## src/rtl/fifo_wr_arbiter.sv

```systemverilog
// fifo_wr_arbiter
// Two-requester write arbiter in front of a synchronous FIFO. Grants are
// issued combinationally (same cycle as the request). A requester keeps the
// FIFO for up to BURST consecutive writes while the other is also waiting.
// Ties with no current owner go to the requester that was not served last.
//
// Parameters:
//   DATA_SIZE - width of requester data and FIFO write data
//   BURST     - max consecutive grants to one requester under contention (1..15)
// Ports:
//   clk, reset           - clock, asynchronous active-high reset
//   req0/req1            - write requests, held until granted
//   data0/data1          - write data, valid while the matching req is high
//   gnt0/gnt1            - write accepted this cycle
//   fifo_full            - FIFO full flag; blocks all grants
//   fifo_wr_en           - FIFO write enable
//   fifo_data_in         - FIFO write data (zero when nothing is granted)
//   owner                - state code: IDLE=00, OWN0=01, OWN1=10
//   gnt_cnt0/gnt_cnt1    - saturating grant counters
// Optional feature:
//   FIFO_ARB_STATS_EN    - when defined, gnt_cnt0/1 count grants; otherwise 0
module fifo_wr_arbiter #(
   parameter int DATA_SIZE = 8,
   parameter int BURST     = 4
) (
   input  logic                 clk,
   input  logic                 reset,
   input  logic                 req0,
   input  logic                 req1,
   input  logic [DATA_SIZE-1:0] data0,
   input  logic [DATA_SIZE-1:0] data1,
   output logic                 gnt0,
   output logic                 gnt1,
   input  logic                 fifo_full,
   output logic                 fifo_wr_en,
   output logic [DATA_SIZE-1:0] fifo_data_in,
   output logic [1:0]           owner,
   output logic [15:0]          gnt_cnt0,
   output logic [15:0]          gnt_cnt1
);

   typedef enum logic [1:0] {
      IDLE = 2'b00,
      OWN0 = 2'b01,
      OWN1 = 2'b10
   } state_t;

   localparam logic [3:0] BURST_L = 4'(BURST);

   state_t     state;
   logic [3:0] burst_cnt;
   logic       last;

   logic any_req;
   logic burst_ok;
   logic win;       // 0 = requester 0, 1 = requester 1 (meaningful when any_req)
   logic grant;
   logic same_owner;

   always_comb begin
      any_req  = req0 | req1;
      burst_ok = burst_cnt < BURST_L;
      win      = 1'b0;
      if (req0 && !req1)
         win = 1'b0;
      else if (req1 && !req0)
         win = 1'b1;
      else if (state == OWN0 && burst_ok)
         win = 1'b0;
      else if (state == OWN1 && burst_ok)
         win = 1'b1;
      else
         win = ~last;
      // Reset is folded in so a grant drops the moment reset rises,
      // without waiting for the registers to clear on an edge.
      grant      = any_req && !fifo_full && !reset;
      same_owner = (win && state == OWN1) || (!win && state == OWN0);
   end

   assign gnt0         = grant && !win;
   assign gnt1         = grant && win;
   assign fifo_wr_en   = grant;
   assign fifo_data_in = grant ? (win ? data1 : data0) : '0;
   assign owner        = state;

   always_ff @(posedge clk or posedge reset) begin
      if (reset) begin
         state     <= IDLE;
         burst_cnt <= 4'd0;
         last      <= 1'b1;   // requester 0 wins the first tie
      end else if (!any_req) begin
         state     <= IDLE;
         burst_cnt <= 4'd0;
      end else if (!fifo_full) begin
         state <= win ? OWN1 : OWN0;
         last  <= win;
         // A lone requester keeps winning past BURST; the count just sticks.
         if (same_owner)
            burst_cnt <= burst_ok ? burst_cnt + 4'd1 : burst_cnt;
         else
            burst_cnt <= 4'd1;
      end
      // fifo_full with a pending request: everything holds.
   end

`ifdef FIFO_ARB_STATS_EN
   logic [15:0] cnt0;
   logic [15:0] cnt1;

   always_ff @(posedge clk or posedge reset) begin
      if (reset) begin
         cnt0 <= 16'd0;
         cnt1 <= 16'd0;
      end else begin
         if (gnt0 && cnt0 != 16'hFFFF) cnt0 <= cnt0 + 16'd1;
         if (gnt1 && cnt1 != 16'hFFFF) cnt1 <= cnt1 + 16'd1;
      end
   end

   assign gnt_cnt0 = cnt0;
   assign gnt_cnt1 = cnt1;
`else
   assign gnt_cnt0 = 16'd0;
   assign gnt_cnt1 = 16'd0;
`endif

endmodule
```

## config.mk

```make
export PLATFORM = sky130hd
export DESIGN_NAME = fifo_wr_arbiter
export DESIGN_NICKNAME = d
export VERILOG_FILES = /design/src/rtl/fifo_wr_arbiter.sv
export SDC_FILE = /design/constraint.sdc
export NUM_CORES = 1
export LEC_CHECK = 0
export CAP_MARGIN = 20
export CORE_ASPECT_RATIO = 1.4
export CORE_UTILIZATION = 30
export DETAILED_ROUTE_END_ITERATION = 8
export PLACE_DENSITY_LB_ADDON = 0.05
export SYNTH_ARGS = -nofsm -noshare
export SYNTH_HDL_FRONTEND = slang
export SYNTH_SLANG_ARGS = --single-unit
```

## constraint.sdc

```tcl
create_clock -name clk -period 1.5 [get_ports clk]
set_input_delay 0.15 -clock clk [delete_from_list [all_inputs] [get_ports clk]]
set_output_delay 0.15 -clock clk [all_outputs]
set_load 0.01 [all_outputs]
```

==> results of run 1 <==
## area by class of cell
| class | count | area share (%) |
|---|---|---|
| well taps | 36 | 3.13 |
| flip-flops and latches | 7 | 12.3 |
| clock buffers | 4 | 1.82 |
| inverters | 4 | 1.04 |
| multi-input cells | 85 | 42.1 |
| repair buffers | 65 | 39.6 |
## routing by layer
metal | vias up | GRT usage, % | part of all wire, %
li1 | 426 | - | -
met1 | 417 | 14.4 | 34
met2 | 48 | 33.5 | 57
met3 | 2 | 3.06 | 9.5
met4 | 0 | 5.36 | 0.20
met5 | - | 0 | 0
## flip-flops by register name, summed over array words and instances, names as in the netlist
signal     cells
burst_cnt      4
last           1
owner          2
## cell usage in the layout (no fill, tap or decap), types with 4 or more instances in the layout
| master | Yosys | layout |
|---|---|---|
| buf_4 | 32 | 24 |
| a22o_1 | 8 | 8 |
| conb_1 | 1 | 32 |
| nor2_1 | 7 | 6 |
| clkdlybuf4s50_1 | 0 | 18 |
| inv_1 | 4 | 4 |
| buf_6 | 2 | 10 |
| buf_2 | 2 | 8 |
| dfrtp_1 | 6 | 6 |
## report_power, final
group | internal, µW | switching, µW | total (µW)
logic | 270 | 222 | 492
registers | 215 | 19.4 | 235
clock network | 101 | 66.1 | 167
## critical path, stage by stage, from the launching register on
cell and delay [ns]:
dfstp_2 0.54, buf_6 0.11, nor2b_4 0.04, o41ai_4 0.29, and3_4 0.25, buf_6 0.11, a22o_1 0.13, buf_2 0.13
## how the worst max path moves through the flow
stage / endpoint / start / slack (ns)
finish: fifo_data_in[4] / last / -0.48
global route: fifo_data_in[4] / last / -0.58
CTS: fifo_data_in[6] / last / -0.56
detailed placement: fifo_data_in[4] / last / -0.67
global placement: fifo_data_in[4] / last / -0.65
floorplan: fifo_data_in[0] / last / -0.19
## metrics by stage
stage          std cells  util [%]
2_1_floorplan        132         -
3_3_place_gp         191      47.8
3_5_place_dp         191      47.8
4_1_cts              201      51.9
5_1_grt              201      54.5
6_report             201      54.5
## kinds of logic (layout without fill, tap and decap cells)
logic type	after synthesis	count (layout)	synth area share, %
buffers and inverters	40	73	33.9
AO/OA/AOI/OAI	27	27	26.2
AND/OR/NAND/NOR	25	25	17.2
flip-flops	7	7	20.8
adder cells (fa/ha/maj)	1	1	1.47
other	1	32	0.441
## repair_timing
| action | in CTS | in global routing |
|---|---|---|
| gates cloned | 1 | 0 |
| setup buffers | 7 | 1 |
| resized for setup | 62 | 15 |
| hold buffers | 0 | 0 |
| pin swaps | 7 | 8 |
| setup endpoints to repair | 14 | 15 |
==> qor.yml, run 1 <==
status: "finished with violations"
violations: "setup timing"
wl_per_cell_um: 12.2
rsz0062_at_grt: "true"
path_class: "reg2out"
viasPerCell: 4.44
synth-edff-count: 0
rows: 22
ys_ff_latch: 7
slew_violations: 0
first_pass_iters: 4
multi_input_area_um2: 607
synthMostInstantiatedCell: "buf_4"
cap_viol_max_count: 0
clockBufferDepth: 2
synth_area_leaders: "buf_4 (28%), dfrtp_1 (18%), a22o_1 (8.2%), dfstp_2 (3.1%), nor2_1 (3.1%)"
critPathLaunchType: "register"
netlist_area_um2: 850
power.leakage_uw: 0.000748
period_needed_ns: 1.98
grt_pass1_wl_um: 3650
ff2ff_path_depth: 7
r2r_end: "burst_cnt[0]"
start_util_pct: 32.1
dpl-instance-area_um2: 1260
fin_area_um2: 1440
fmax_mhz: 504
gp_congestion: 0.785
vias: 893
drc: 0
pre_cts_ws_ns: -0.669
clock_latency_ns: 0.25
synth_top_cells_by_count: "buf_4 (32), a22o_1 (8), nor2_1 (7)"
ys_types: 37
ys_seq_area_share_pct: 20.8
hp-class: "in2async"
r2r-start: "last"
layout.nets: 188
io-pin-count: 66
p_per_area_nw_per_um2: 621
total_power_uw: 894
ys_warn_count: 0
irDropWorstVdd_mv: 0.447
arrival_ns: 1.83
regArea_um2: 176
holdWs_ns: 0.285
overflow: 0
antenna_cells: 0
synthCells: 101
setup_ws_ns: -0.483
clk_pin_slew_worst_paths_ns: 0.05
cts_buffers: 3
io_buffers: 33
die_area_um2: 3050
finalSetupViolCount: 12
finalCritPeriodShare_pct: 132
hold_viol: 0
cp-end-kind: "primary output"
die_y_um: 65.0
nFillCells: 272
synth_top_area_cell: "buf_4"
grt_max_degree: 10
drive_gt1_share_pct: 38.2
fin_setup_tns_ns: -4.41
ant_nets: 0
root_buffer: "clkbuf_4"
required_ns: 1.35
cts_tree: "built"
avgSynthCellArea_um2: 8.41
coreArea_um2: 2640
wirelength_um: 2460
dp_hpwl_um: 1930
syn_to_final_growth_pct: 69.5
synthArstFlopShare_pct: 100
grt_pass1_vias: 847
synth_top_area_share_pct: 28.3
track_usage_pct: 16.4
die_width_um: 47.0
finalClockSkew_ns: 0.00652
rrSetupSlack_ns: -0.08
htreeDepth: 1
cts_sinks: 7
drt_iter0_drc: 7
antenna_found_initial: 0
synth_top_flop_cell: "dfrtp_1"
crit_fanout: 5
Power figures use the tool's default switching activity.
==> run 2: changes to the inputs <==
PLACE_DENSITY_LB_ADDON = 0.12   (was 0.05)
REMOVE_ABC_BUFFERS = 1   (was unset)
==> qor.yml, run 2 (synthesis gave the netlist of run 1 again) <==
status: "finished with violations"
violations: "setup timing"
rrSetupSlack_ns: -0.10
vias: 911
path_cells: "buf_6 -> nor2_2 -> o41ai_2 -> and3_4 -> buf_6 -> a22o_1 -> buf_2"
critPathTopFamily: "flip-flops"
finalSetupViolCount: 13
drive_gt1_share_pct: 36.6
clk_pin_slew_worst_paths_ns: 0.05
fin_setup_tns_ns: -5.13
setup_ws_ns: -0.569
wirelength_um: 2350
root_buffer: "clkbuf_4"
path_buf_inv: 3
io_buffers: 33
die_y_um: 65.0
layout.nets: 187
slew_violations: 0
drt_iter0_drc: 22
r2r_end: "burst_cnt[0]"
start_util_pct: 32.1
hold_viol: 0
critPathLaunchType: "register"
required_ns: 1.35
antenna_cells: 0
overflow: 0
ant_nets: 0
fmax_mhz: 483
irDropWorstVdd_mv: 0.537
io-pin-count: 66
multi_input_area_um2: 567
path_class: "reg2out"
gp_congestion: 0.856
htreeDepth: 1
final_common_cell: "conb_1"
clock_latency_ns: 0.25
first_pass_iters: 4
grt_pass1_vias: 841
max_stage_delay_ns: 0.55
clockBufferDepth: 2
drc: 0
largest_reg_flops: 4
r2r-start: "last"
finalCritPeriodShare_pct: 138
rsz0062_at_grt: "true"
viasPerCell: 4.56
total_power_uw: 873
cap_viol_max_count: 0
track_usage_pct: 16.6
die_width_um: 47.0
coreArea_um2: 2640
crit_end: "fifo_data_in[4]"
syn_to_final_growth_pct: 61.0
finalClockSkew_ns: 0.00200
cp-end-kind: "primary output"
nFillCells: 255
wl_per_cell_um: 11.7
regArea_um2: 176
antenna_found_initial: 0
worst_path_max_delay_cell: "dfstp_2"
cts_hold_buf: 0
die_area_um2: 3050
ff2ff_path_depth: 7
arrival_ns: 1.92
crit_fanout: 5
rows: 22
p_per_area_nw_per_um2: 638
period_needed_ns: 2.07
largest_register: "burst_cnt"
path_depth: 7
cts_buffers: 3
cp-startpoint: "last"
grt_max_degree: 9
cts_sinks: 7
crit_top_cell: "buf_6"
cts_tree: "built"
hp-class: "in2async"
dp_hpwl_um: 1850
layout_common_cells: "conb_1 (32), buf_4 (25), clkdlybuf4s50_1 (20)"
power.leakage_uw: 0.000704
grt_pass1_wl_um: 3600
run 2: where the power goes:
part	switching, µW	internal [µW]
Clock	63.5	101
Combinational	207	263
Sequential	22.4	216
Total	292	580
run 2: what timing repair did:
action / 4_1_cts / 5_1_grt
gates cloned: 1 / 0
gates resized for setup: 53 / 16
setup endpoints to repair: 13 / 17
buffers inserted: 6 / 3
pin swaps: 9 / 8
hold endpoints to repair: 0 / 0
run 2: stage by stage:
step / setup slack (ns) / instances / instance area [µm²] / utilization, % / hold slack, ns
after floorplan: -0.260 / 96 / 693 / - / -0.0473
after global placement: -0.685 / 188 / 1240 / 47.0 / 0.468
after detailed placement: -0.709 / 188 / 1240 / 47.0 / 0.468
after CTS: -0.591 / 199 / 1310 / 49.5 / 0.197
after global routing: -0.657 / 200 / 1370 / 51.8 / 0.220
final: -0.569 / 200 / 1370 / 51.8 / 0.197
run 2: worst min path at each step:
stage | from | to | cells after the start
floorplan | reset | burst_cnt[0] | 1
global placement | reset | burst_cnt[3] | 2
detailed placement | reset | burst_cnt[2] | 2
CTS | reset | burst_cnt[3] | 2
global route | reset | burst_cnt[3] | 2
finish | reset | burst_cnt[3] | 2
run 2: worst register-to-register path: cells and delay by family (launching register included):
kind            cells  cell delay [ns]
compound gates      3             0.52
buf+inv             3             0.34
flops               1             0.55
simple gates        1             0.06
run 2: area by class of cell:
cell class                      instances  area share (%)
Clock buffer                            4            1.92
Timing Repair Buffer                   64            39.3
Tap cell                               36            3.29
Inverter                                4            1.10
Sequential cell                         7            12.9
Multi-Input combinational cell         85            41.4
run 2: layer usage:
metal	global-route usage [%]	part of all wire, %	up-vias
met5	0	0	-
met4	9.64	3.1	0
met3	5.01	12	7
met2	29.0	51	55
met1	16.2	35	424
li1	-	-	425
==> run 3: changes to the inputs <==
GPL_TIMING_DRIVEN = 1   (was unset)
PLACE_DENSITY = 0.76   (was unset)
PLACE_DENSITY_LB_ADDON = unset   (was 0.12)
==> qor.yml, run 3 (synthesis gave the netlist of run 1 again) <==
crit_fanout: 5
path_cells: "nor2b_2 -> o41ai_4 -> and3_4 -> buf_4 -> a22o_1 -> buf_2"
io-pin-count: 66
grt_pass1_vias: 871
critPathTopFamily: "flip-flops"
critPathLaunchType: "register"
die_area_um2: 3050
status: "finished with violations"
layout.nets: 188
final_common_cell: "conb_1"
rrSetupSlack_ns: -0.14
clock_latency_ns: 0.25
largest_reg_flops: 4
power.leakage_uw: 0.000735
grt_max_degree: 8
vias: 932
drive_gt1_share_pct: 37.0
first_pass_iters: 4
ff2ff_path_depth: 7
fmax_mhz: 480
finalClockSkew_ns: 0.00136
syn_to_final_growth_pct: 70.7
p_per_area_nw_per_um2: 625
r2r_end: "burst_cnt[0]"
largest_register: "burst_cnt"
drc: 0
die_width_um: 47.0
worst_path_max_delay_cell: "dfstp_2"
antenna_cells: 0
cts_hold_buf: 0
coreArea_um2: 2640
finalCritPeriodShare_pct: 139
root_buffer: "clkbuf_4"
hp-class: "in2async"
cp-end-kind: "primary output"
cts_tree: "built"
violations: "setup timing"
antenna_found_initial: 0
cts_buffers: 3
required_ns: 1.35
wirelength_um: 2720
arrival_ns: 1.93
setup_ws_ns: -0.583
clk_pin_slew_worst_paths_ns: 0.05
cts_sinks: 7
r2r-start: "owner[1]"
clockBufferDepth: 2
finalSetupViolCount: 14
layout_common_cells: "conb_1 (32), buf_4 (22), clkdlybuf4s50_1 (18)"
die_y_um: 65.0
period_needed_ns: 2.08
wl_per_cell_um: 13.5
dp_hpwl_um: 1850
place_inst: 183
track_usage_pct: 16.5
hold_viol: 0
overflow: 0
total_power_uw: 906
grt_pass1_wl_um: 3610
drt_iter0_drc: 13
fin_setup_tns_ns: -5.20
ant_nets: 0
start_util_pct: 32.1
htreeDepth: 1
irDropWorstVdd_mv: 0.378
gp_congestion: 0.775
rsz0062_at_grt: "true"
io_buffers: 33
path_class: "reg2out"
cap_viol_max_count: 0
path_buf_inv: 2
slew_violations: 0
rows: 22
final_cells: 201
viasPerCell: 4.64
holdWs_ns: 0.312
max_stage_delay_ns: 0.60
-- run 3: cell count changes in the layout (fill, tap and decap cells not counted), sizes merged --
cell           before  now
dlygate4sd2         1    4
clkdlybuf4s50      20   18
clkbuf              5    4
and3                1    2
-- run 3: worst max path at each step --
stage	cells after the start	from	end
after floorplan	4	last	fifo_data_in[0]
after global placement	5	last	fifo_data_in[5]
after detailed placement	5	last	fifo_data_in[2]
after CTS	6	last	fifo_data_in[2]
after global routing	6	last	fifo_data_in[1]
final	6	last	fifo_data_in[5]
-- run 3: report_power, final --
| group | switching, µW | total, µW | internal [µW] |
|---|---|---|---|
| clock network | 63.7 | 165 | 101 |
| registers | 33.4 | 249 | 216 |
| logic | 225 | 492 | 267 |
| total | 322 | 906 | 584 |
-- run 3: worst register-to-register path, stage by stage, from the launching register on --
cell     delay, ns
dfrtp_1       0.42
buf_6         0.15
buf_6         0.11
buf_6         0.11
and2b_1       0.17
a32oi_1       0.20
o21ai_1       0.10
a211o_1       0.27
-- run 3: through the flow --
step	utilization, %	area (µm²)	setup slack (ns)
2_1_floorplan	-	693	-0.260
3_3_place_gp	45.5	1200	-0.688
3_5_place_dp	45.5	1200	-0.778
4_1_cts	50.1	1320	-0.578
5_1_grt	54.9	1450	-0.666
6_report	54.9	1450	-0.583
-- run 3: timing repair --
action | in CTS | in global routing
gates resized for setup | 62 | 20
pin swaps | 8 | 7
cloned | 1 | 0
setup buffers | 9 | 6
setup endpoints to repair | 13 | 17
-- run 3: layer usage --
layer  global-route usage (%)  wire (µm)
met1                     12.8        887
met3                     4.46        273
met2                     32.5       1420
met4                     9.64        138
met5                        0          0
-- run 3: layout make-up --
| class | instances | area [µm²] |
|---|---|---|
| Multi-Input combinational cell | 86 | 631 |
| Timing Repair Buffer | 64 | 557 |
| Clock buffer | 4 | 26.3 |
| Tap cell | 36 | 45.0 |
| Inverter | 4 | 15.0 |
| Fill cell | 248 | 1190 |
| Sequential cell | 7 | 176 |
